`config.mk`:
```
export PLATFORM = sky130hd
export DESIGN_NAME = cpu_prog_sequencer
export DESIGN_NICKNAME = d
export VERILOG_FILES = /design/src/rtl/cpu_prog_sequencer.sv
export SDC_FILE = /design/constraint.sdc
export NUM_CORES = 1
export LEC_CHECK = 0
export CAP_MARGIN = 25
export CORE_ASPECT_RATIO = 0.7
export CORE_MARGIN = 4
export CORE_UTILIZATION = 46
export DETAILED_ROUTE_END_ITERATION = 7
export MAX_ROUTING_LAYER = met4
export PLACE_DENSITY = 0.66
export SYNTH_ARGS = -nofsm -noshare
export SYNTH_HDL_FRONTEND = slang
export SYNTH_SLANG_ARGS = --single-unit
```
`constraint.sdc`:
```
create_clock -name clk -period 2.5 [get_ports clk]
set_input_delay 0.625 -clock clk [delete_from_list [all_inputs] [get_ports clk]]
set_output_delay 0.625 -clock clk [all_outputs]
set_load 0.03 [all_outputs]
```
`src/rtl/cpu_prog_sequencer.sv`:
```
// Initiator side of the cpu start/wait handshake: issues words from a small program memory, one per cpu w cycle.
// Optional HALT_ON_V_EN: a run stops early on the first instruction that ends with V=1.
module cpu_prog_sequencer #(
    parameter int unsigned DEPTH   = 16,
    parameter int unsigned AW      = 4,
    parameter int unsigned TIMEOUT = 64
) (
    input  logic          clk,
    input  logic          reset,
    input  logic          prog_we,
    input  logic [AW-1:0] prog_addr,
    input  logic [15:0]   prog_data,
    input  logic [AW:0]   prog_len,
    input  logic          go,
    output logic [15:0]   cpu_in,
    output logic          cpu_load,
    output logic          cpu_s,
    input  logic          cpu_w,
    input  logic          cpu_N,
    input  logic          cpu_V,
    input  logic          cpu_Z,
    output logic          busy,
    output logic          done,
    output logic          halted,
    output logic          err,
    output logic [AW-1:0] pc,
    output logic [2:0]    status
);
    localparam int unsigned CW = $clog2(TIMEOUT + 1);
    localparam int unsigned LW = AW + 1;

    typedef enum logic [2:0] {
        S_IDLE, S_LOAD, S_START, S_WAIT_LO, S_WAIT_HI, S_DONE
    } state_t;

    state_t          state_q, state_d;
    logic [15:0]     mem [DEPTH];
    logic [LW-1:0]   len_q, len_d, len_eff_c;
    logic [CW-1:0]   cnt_q, cnt_d;
    logic [AW-1:0]   pc_d;
    logic [15:0]     cpu_in_d;
    logic [2:0]      status_d;
    logic            done_d, err_d, halted_d, busy_d, load_d, s_d;
    logic            last_c, halt_c;

    // Requested length clamps to the memory size; the run compares pc against the value latched at go.
    assign len_eff_c = (32'(prog_len) > DEPTH) ? LW'(DEPTH) : prog_len;
    assign last_c    = ({1'b0, pc} + LW'(1)) == len_q;

`ifdef HALT_ON_V_EN
    assign halt_c = cpu_V;
`else
    assign halt_c = 1'b0;
`endif

    // Program memory: writable only between runs, not reset.
    always_ff @(posedge clk) begin
        if (prog_we && !busy && (32'(prog_addr) < DEPTH)) begin
            mem[prog_addr] <= prog_data;
        end
    end

    always_comb begin
        state_d  = state_q;
        len_d    = len_q;
        cnt_d    = cnt_q;
        pc_d     = pc;
        status_d = status;
        done_d   = done;
        err_d    = err;
        halted_d = halted;

        case (state_q)
            S_IDLE, S_DONE: begin
                if (go) begin
                    done_d   = 1'b0;
                    err_d    = 1'b0;
                    halted_d = 1'b0;
                    pc_d     = '0;
                    len_d    = len_eff_c;
                    if (len_eff_c == '0) begin
                        state_d = S_DONE;
                        done_d  = 1'b1;
                    end else begin
                        state_d = S_LOAD;
                    end
                end
            end
            S_LOAD:  state_d = S_START;
            S_START: begin
                state_d = S_WAIT_LO;
                cnt_d   = '0;
            end
            S_WAIT_LO, S_WAIT_HI: begin
                // Completion wins over a timeout landing on the same cycle.
                if (state_q == S_WAIT_HI && cpu_w) begin
                    status_d = {cpu_N, cpu_V, cpu_Z};
                    if (last_c || halt_c) begin
                        state_d  = S_DONE;
                        done_d   = 1'b1;
                        halted_d = halt_c;
                    end else begin
                        pc_d    = pc + AW'(1);
                        state_d = S_LOAD;
                    end
                end else if (cnt_q == CW'(TIMEOUT - 1)) begin
                    state_d = S_DONE;
                    err_d   = 1'b1;
                    done_d  = 1'b1;
                end else begin
                    cnt_d = cnt_q + CW'(1);
                    if (state_q == S_WAIT_LO && !cpu_w) begin
                        state_d = S_WAIT_HI;
                    end
                end
            end
            default: state_d = S_IDLE;
        endcase

        busy_d   = (state_d == S_LOAD) || (state_d == S_START) ||
                   (state_d == S_WAIT_LO) || (state_d == S_WAIT_HI);
        load_d   = (state_d == S_LOAD) || (state_d == S_START);
        s_d      = (state_d == S_START);
        cpu_in_d = cpu_in;
        if (state_d == S_LOAD) begin
            cpu_in_d = mem[pc_d];
        end
    end

    always_ff @(posedge clk) begin
        if (reset) begin
            state_q  <= S_IDLE;
            len_q    <= '0;
            cnt_q    <= '0;
            pc       <= '0;
            status   <= '0;
            done     <= 1'b0;
            err      <= 1'b0;
            halted   <= 1'b0;
            busy     <= 1'b0;
            cpu_load <= 1'b0;
            cpu_s    <= 1'b0;
            cpu_in   <= '0;
        end else begin
            state_q  <= state_d;
            len_q    <= len_d;
            cnt_q    <= cnt_d;
            pc       <= pc_d;
            status   <= status_d;
            done     <= done_d;
            err      <= err_d;
            halted   <= halted_d;
            busy     <= busy_d;
            cpu_load <= load_d;
            cpu_s    <= s_d;
            cpu_in   <= cpu_in_d;
        end
    end

endmodule

```
==> results.tsv, run 1 <==
metric	value	unit
most numerous cell in the Yosys netlist	edfxtp_1	
syn avg cell area	12.25	um2
average wire per standard cell	26.68	um
top cell type's share of synthesized area	0.5765	
synth warn	0	
top post-synthesis cells by area	edfxtp_1 58%, dfxtp_1 6.5%, nand3_1 3.7%	
critical path, cell by cell	ha_4 -> xor2_4 -> a211oi_4 -> buf_6 -> o211ai_4 -> buf_6 -> a21oi_4 -> buf_8 -> buf_12 -> o21ai_0 -> a21boi_1 -> a211oi_2 -> o211ai_1	
crit path buf inv count	4	
die height	150.5	um
clock buffer depth	3	
gr usage total	0.2766	
Final Util	0.6391	
leading area contributor after synthesis	edfxtp_1	
number of port buffers	60	
gr ovfl total	0	
clock transition at the registers of the reported paths	0.07	ns
DP Area	15750	um2
CTS root buffer	clkbuf_16	
kind of critical path	flop to flop	
crit path max fanout	25	
nets	1330	
Hold Vio Cnt, Final	0	
Critical Path Source Type	flop	
Post-Syn Area	13340	um2
number of enable flip-flop cells after synthesis	256	
worst hold path class	flop to flop	
area of the multi-input gates	5010	um2
Via Count	10930	
CTS Buf Count	28	
failing checks	setup timing	
PnR worst setup slack	-0.2462	ns
post-DP HPWL	25.90	mm
core area	28200	um2
DIE AREA	31820	um2
Starting DRT DRC Count	1267	
Critical Path RT	2.99	ns
status	finished, violations left	
primary flip-flop cell chosen by synthesis mapping	edfxtp_1	
CP arrival	3.24	ns
initial antenna violation count	2	
Rows	51	
largest net degree at the start of global routing	41	
Post-CTS Hold Buffers	0	
CTS tree	done	
Clock H-tree levels	1	
clk_skew	0.01249	ns
hold_ws	0.4573	ns
Static Leak	6.092	nW
normalized max-slew margin	0.5199	
share of cells above drive strength 1	0.2802	
Worst Tran Pin Value	0.7179	ns
antenna-violating nets left	0	
Placed Cells	1587	
global-route wire length before repair	64.33	mm
Fillers	2068	
area grow syn2layout	35.18	%
starting density of the core	0.4728	
most used cell, CP	buf_6	
Skew-Pair Late Insertion Delay	0.57	ns
Mapped Nets	1124	
crit-path leading delay family	compound AO/OA/AOI/OAI gates	
RSZ-0062 raised after global routing	true	
IO Count	62	
minimum clock period	2.746	ns
Detailed Route WL	45.10	mm
Remaining DRCs	0	
Synth Register Bits	299	
final instance area	18030	um2
Finish-stage setup viols	16	
fin. max-slew vios	0	
Die X	211.5	um
vias in the first global route	10380	
crit path capture type	flop	
Mapped Cells	1089	
Via density	6.469	
slowest CP cell	dfxtp_4	
Yosys cell types	77	
fmax	364.1	MHz
sequential share of the synthesized area	0.6410	
VDD IR-drop max	0.5006	mV
Detailed Routing Iterations Pass 1	5	
pwr dens	591.5	nW/um2
FF/Latch Area	8564	um2
GPL Wtd Cong	0.8720	
synth cell count leaders	256 x edfxtp_1, 98 x nand3_1, 94 x o21ai_0	
Non-Filler Instances	1690	
Async S/R FF share, synth	0	
# clock sinks	299	
max-cap viol count	0	
fin crit share	1.098	
critical path's largest stage delay	0.36	ns
==> logic make-up after synthesis <==
kind of cell,Yosys count,share of synthesized area
AOI/OAI and AO/OA,365,0.1927
xor gates and xnor gates,11,0.007788
adders and majority gates,3,0.002721
buffers and inverters,121,0.03959
DFF,299,0.6410
muxes,3,0.002346
other,1,0.0002812
and+or+nand+nor,286,0.1135
==> routing by layer <==
layer / track usage / share of wire / vias to the layer above
li1: - / - / 4731
met4: 0.07853 / 0.029 / 0
met2: 0.4134 / 0.45 / 715
met1: 0.3774 / 0.40 / 5378
met3: 0.07394 / 0.12 / 109
met5: - / 0 / -
==> report_power, final <==
| part | leakage [nW] | internal (W) | switching, W | total (W) |
|---|---|---|---|---|
| registers | 2.66 | 0.00548 | 0.0000513 | 0.00553 |
| logic | 2.97 | 0.000263 | 0.000387 | 0.000651 |
| clock network | 0.463 | 0.00258 | 0.00190 | 0.00448 |
==> worst reg2reg max path: cells and delay by family (launching register included) <==
family	cells	cell delay, ns
adders and majority gates	1	0.26
AOI/OAI and AO/OA	7	1.18
DFF	1	0.36
buffers and inverters	4	0.72
xor gates and xnor gates	1	0.16
==> metrics by stage <==
step	power, W	TNS, ns	setup slack [ns]
finish	0.01066	-3.345	-0.2462
global route	0.01094	-4.568	-0.3331
CTS	0.01066	-2.774	-0.2250
detailed placement	0.006241	-14.81	-0.9991
global placement	0.006231	-14.11	-0.9355
floorplan	0.005886	-0.4112	-0.1204
==> path summary, 6_finish.rpt <==
check                                  to  slack [ns]  depth (start not counted)       from
worst min register to register  status[2]        0.46                          2  status[2]
worst max register to register  cpu_in[5]       -0.25                         13      pc[1]
worst max-delay path            cpu_in[5]       -0.25                         13      pc[1]
worst min-delay path            status[2]        0.46                          2  status[2]
==> placed cells by master, fill, tap and decap left out, types with 8 or more instances in the layout <==
master | netlist | routed
a2111oi_4 | 0 | 13
a211o_1 | 17 | 17
a211oi_1 | 31 | 25
a21boi_0 | 31 | 22
a21boi_1 | 0 | 9
a21oi_1 | 45 | 41
a22oi_1 | 15 | 10
a32oi_1 | 46 | 34
a32oi_2 | 0 | 11
and3_1 | 34 | 32
buf_12 | 0 | 38
buf_4 | 5 | 139
buf_6 | 4 | 25
clkbuf_16 | 0 | 30
clkdlybuf4s50_1 | 0 | 58
dfxtp_1 | 43 | 36
edfxtp_1 | 256 | 256
inv_1 | 21 | 20
nand2_1 | 46 | 44
nand3_1 | 98 | 86
nand3_2 | 0 | 12
nand4_1 | 16 | 16
nor2_1 | 31 | 31
nor3_1 | 26 | 20
o211ai_1 | 31 | 31
o21ai_0 | 94 | 90
o21ai_1 | 4 | 8
==> area by class of cell <==
cell class	count	share of cell area
diodes	2	0.0002776
flip-flops and latches	299	0.4751
multi-input cells	670	0.2779
clock buffers	34	0.04012
repair buffers	274	0.1637
well taps	371	0.02575
clock inverters	18	0.01256
inverters	22	0.004581
==> repair_timing <==
action	CTS	global route
setup buffers	16	25
pin swaps	47	68
endpoints found under the setup margin	16	18
gates resized for setup	82	89
cloned	9	2
==> registers in the layout, summed over array words and instances (netlist names) <==
register and count:
busy 1, done 1, err 1, cnt_q 7, pc 4, status 3
len_q 5, state_q 3, mem 256, cpu_in 16, cpu_load 1, cpu_s 1
(Power assumes the default switching activity.)
==> inputs of run 2 (changes only) <==
- CAP_MARGIN: 25 -> 30
- MAX_ROUTING_LAYER: met4 -> unset
==> results.tsv, run 2 (synthesized netlist as in run 1, its figures left out) <==
metric	value	unit
Non-Filler Instances	1675	
Worst Tran Pin Value	0.7659	ns
fin crit share	1.110	
VDD IR-drop max	0.6133	mV
Via density	6.474	
TNS Setup	-3.427	ns
Hold Vio Cnt, Final	0	
Critical Path RT	3.00	ns
CP arrival	3.28	ns
minimum clock period	2.774	ns
RSZ-0062 raised after global routing	true	
kind of critical path	flop to flop	
Die X	211.5	um
CTS tree	done	
Static Leak	5.989	nW
clock transition at the registers of the reported paths	0.07	ns
r2r startpoint	pc[0]	
pwr dens	592.7	nW/um2
Remaining DRCs	0	
crit path capture type	flop	
Detailed Route WL	44.00	mm
most frequent cells in the layout	256 x edfxtp_1, 134 x buf_4, 91 x nand3_1	
starting density of the core	0.4728	
IO Count	62	
area grow syn2layout	33.06	%
Antenna diodes	0	
clock buffer depth	3	
Psw	0.002368	W
Rows	51	
initial antenna violation count	2	
max-cap viol count	0	
Placed Cells	1586	
# clock sinks	299	
Starting DRT DRC Count	1501	
metal3 WL	4.973	mm
normalized max-slew margin	0.4878	
met1 WL	18.09	mm
clock share of power	0.412	
status	finished, violations left	
nets	1318	
vias in the first global route	10680	
post-DP HPWL	26.03	mm
core area	28200	um2
max FFs per register	256	
average wire per standard cell	26.27	um
DIE AREA	31820	um2
number of port buffers	60	
antenna-violating nets left	0	
fin. max-slew vios	0	
CTS root buffer	clkbuf_16	
Combinational Power Share	0.062	
clk_skew	0.02403	ns
Top reg by flops	mem	
Via Count	10840	
Critical Path Source Type	flop	
largest net degree at the start of global routing	49	
most common cell after layout, fill and taps aside	edfxtp_1	
Hold Path Origin	status[2]	
failing checks	setup timing	
Finish-stage setup viols	16	
total chip power	0.01052	W
register share of total power	0.526	
crit path max fanout	6	
switch share	0.2252	
Post-CTS Hold Buffers	0	
die height	150.5	um
Top Registers	mem (256), cpu_in (16), cnt_q (7)	
PnR worst setup slack	-0.2743	ns
gr usage total	0.2710	
worst hold path class	flop to flop	
fmax	360.5	MHz
Skew-Pair Late Insertion Delay	0.59	ns
Power Internal	0.008149	W
share of cells above drive strength 1	0.2607	
metal2 WL	19.59	mm
global-route wire length before repair	65.36	mm
CTS Buf Count	28	
Worst Setup SP	pc[0]	
Clock H-tree levels	1	
gr ovfl total	0	
GPL Wtd Cong	0.8580	
Max Used Layer	met5	
Detailed Routing Iterations Pass 1	6	
==> run 2: cell count changes in the layout (fill, tap and decap cells not counted), moves of 4 or more <==
cell / delta
a32oi_2: -6
nand3_2: -6
a21boi_0: +4
clkinv_1: -5
a21boi_1: -4
nand3_1: +5
a32oi_1: +6
buf_6: -8
buf_4: -5
==> run 2: power by group through the flow <==
stage	Clock, W	Sequential (W)	Combinational (W)
after floorplan	0	0.00566	0.000225
after global placement	0	0.00564	0.000593
after detailed placement	0	0.00564	0.000604
after CTS	0.00436	0.00553	0.000643
after global routing	0.00460	0.00553	0.000694
final	0.00433	0.00553	0.000656
==> run 2: what timing repair did <==
action	CTS	global route
setup buffers	22	7
hold endpoints to repair	0	0
setup endpoints to repair	16	17
pin swaps	64	26
gates resized for setup	119	19
cloned	9	2
==> run 2: metal layers <==
| layer | vias to the layer above | global-route usage |
|---|---|---|
| li1 | 4707 | - |
| met1 | 5340 | 0.3893 |
| met2 | 688 | 0.4220 |
| met3 | 107 | 0.05978 |
| met4 | 2 | 0.07177 |
| met5 | - | 0 |
==> run 2: cell type report <==
class                   instances  area, um2
fillers                      2124      10460
clock buffers                  36      730.7
well taps                     371      464.2
multi-input cells             671       4880
clock inverters                15      188.9
repair buffers                261       2835
inverters                      22      82.58
flip-flops and latches        299       8562
==> run 2: final timing paths <==
| path | end | slack (ns) | cells past startpoint |
|---|---|---|---|
| worst min-delay path | status[2] | 0.46 | 2 |
| worst max-delay path | cpu_in[11] | -0.27 | 13 |
| worst max register to register | cpu_in[11] | -0.27 | 13 |
| worst min register to register | status[2] | 0.46 | 2 |
==> run 2: worst max-delay path, stage by stage (launching register included) <==
cell and delay (ns):
dfxtp_4 0.35, ha_4 0.25, xor2_4 0.16, a211oi_4 0.26, buf_6 0.17, o2111ai_2 0.15, a31oi_4 0.37, buf_4 0.18
a21oi_2 0.04, buf_12 0.16, buf_4 0.14, nand3_1 0.07, nand4_1 0.22, o211ai_1 0.18
==> run 2: through the flow <==
stage	hold slack (ns)	worst slack (ns)	utilization	instance area (um2)
after floorplan	0.4444	-0.1204	-	13510
after global placement	0.4435	-0.9533	0.5577	15730
after detailed placement	0.4509	-0.9939	0.5577	15730
after CTS	0.4623	-0.1811	0.6215	17530
after global routing	0.4921	-0.3255	0.6291	17740
final	0.4617	-0.2743	0.6291	17740
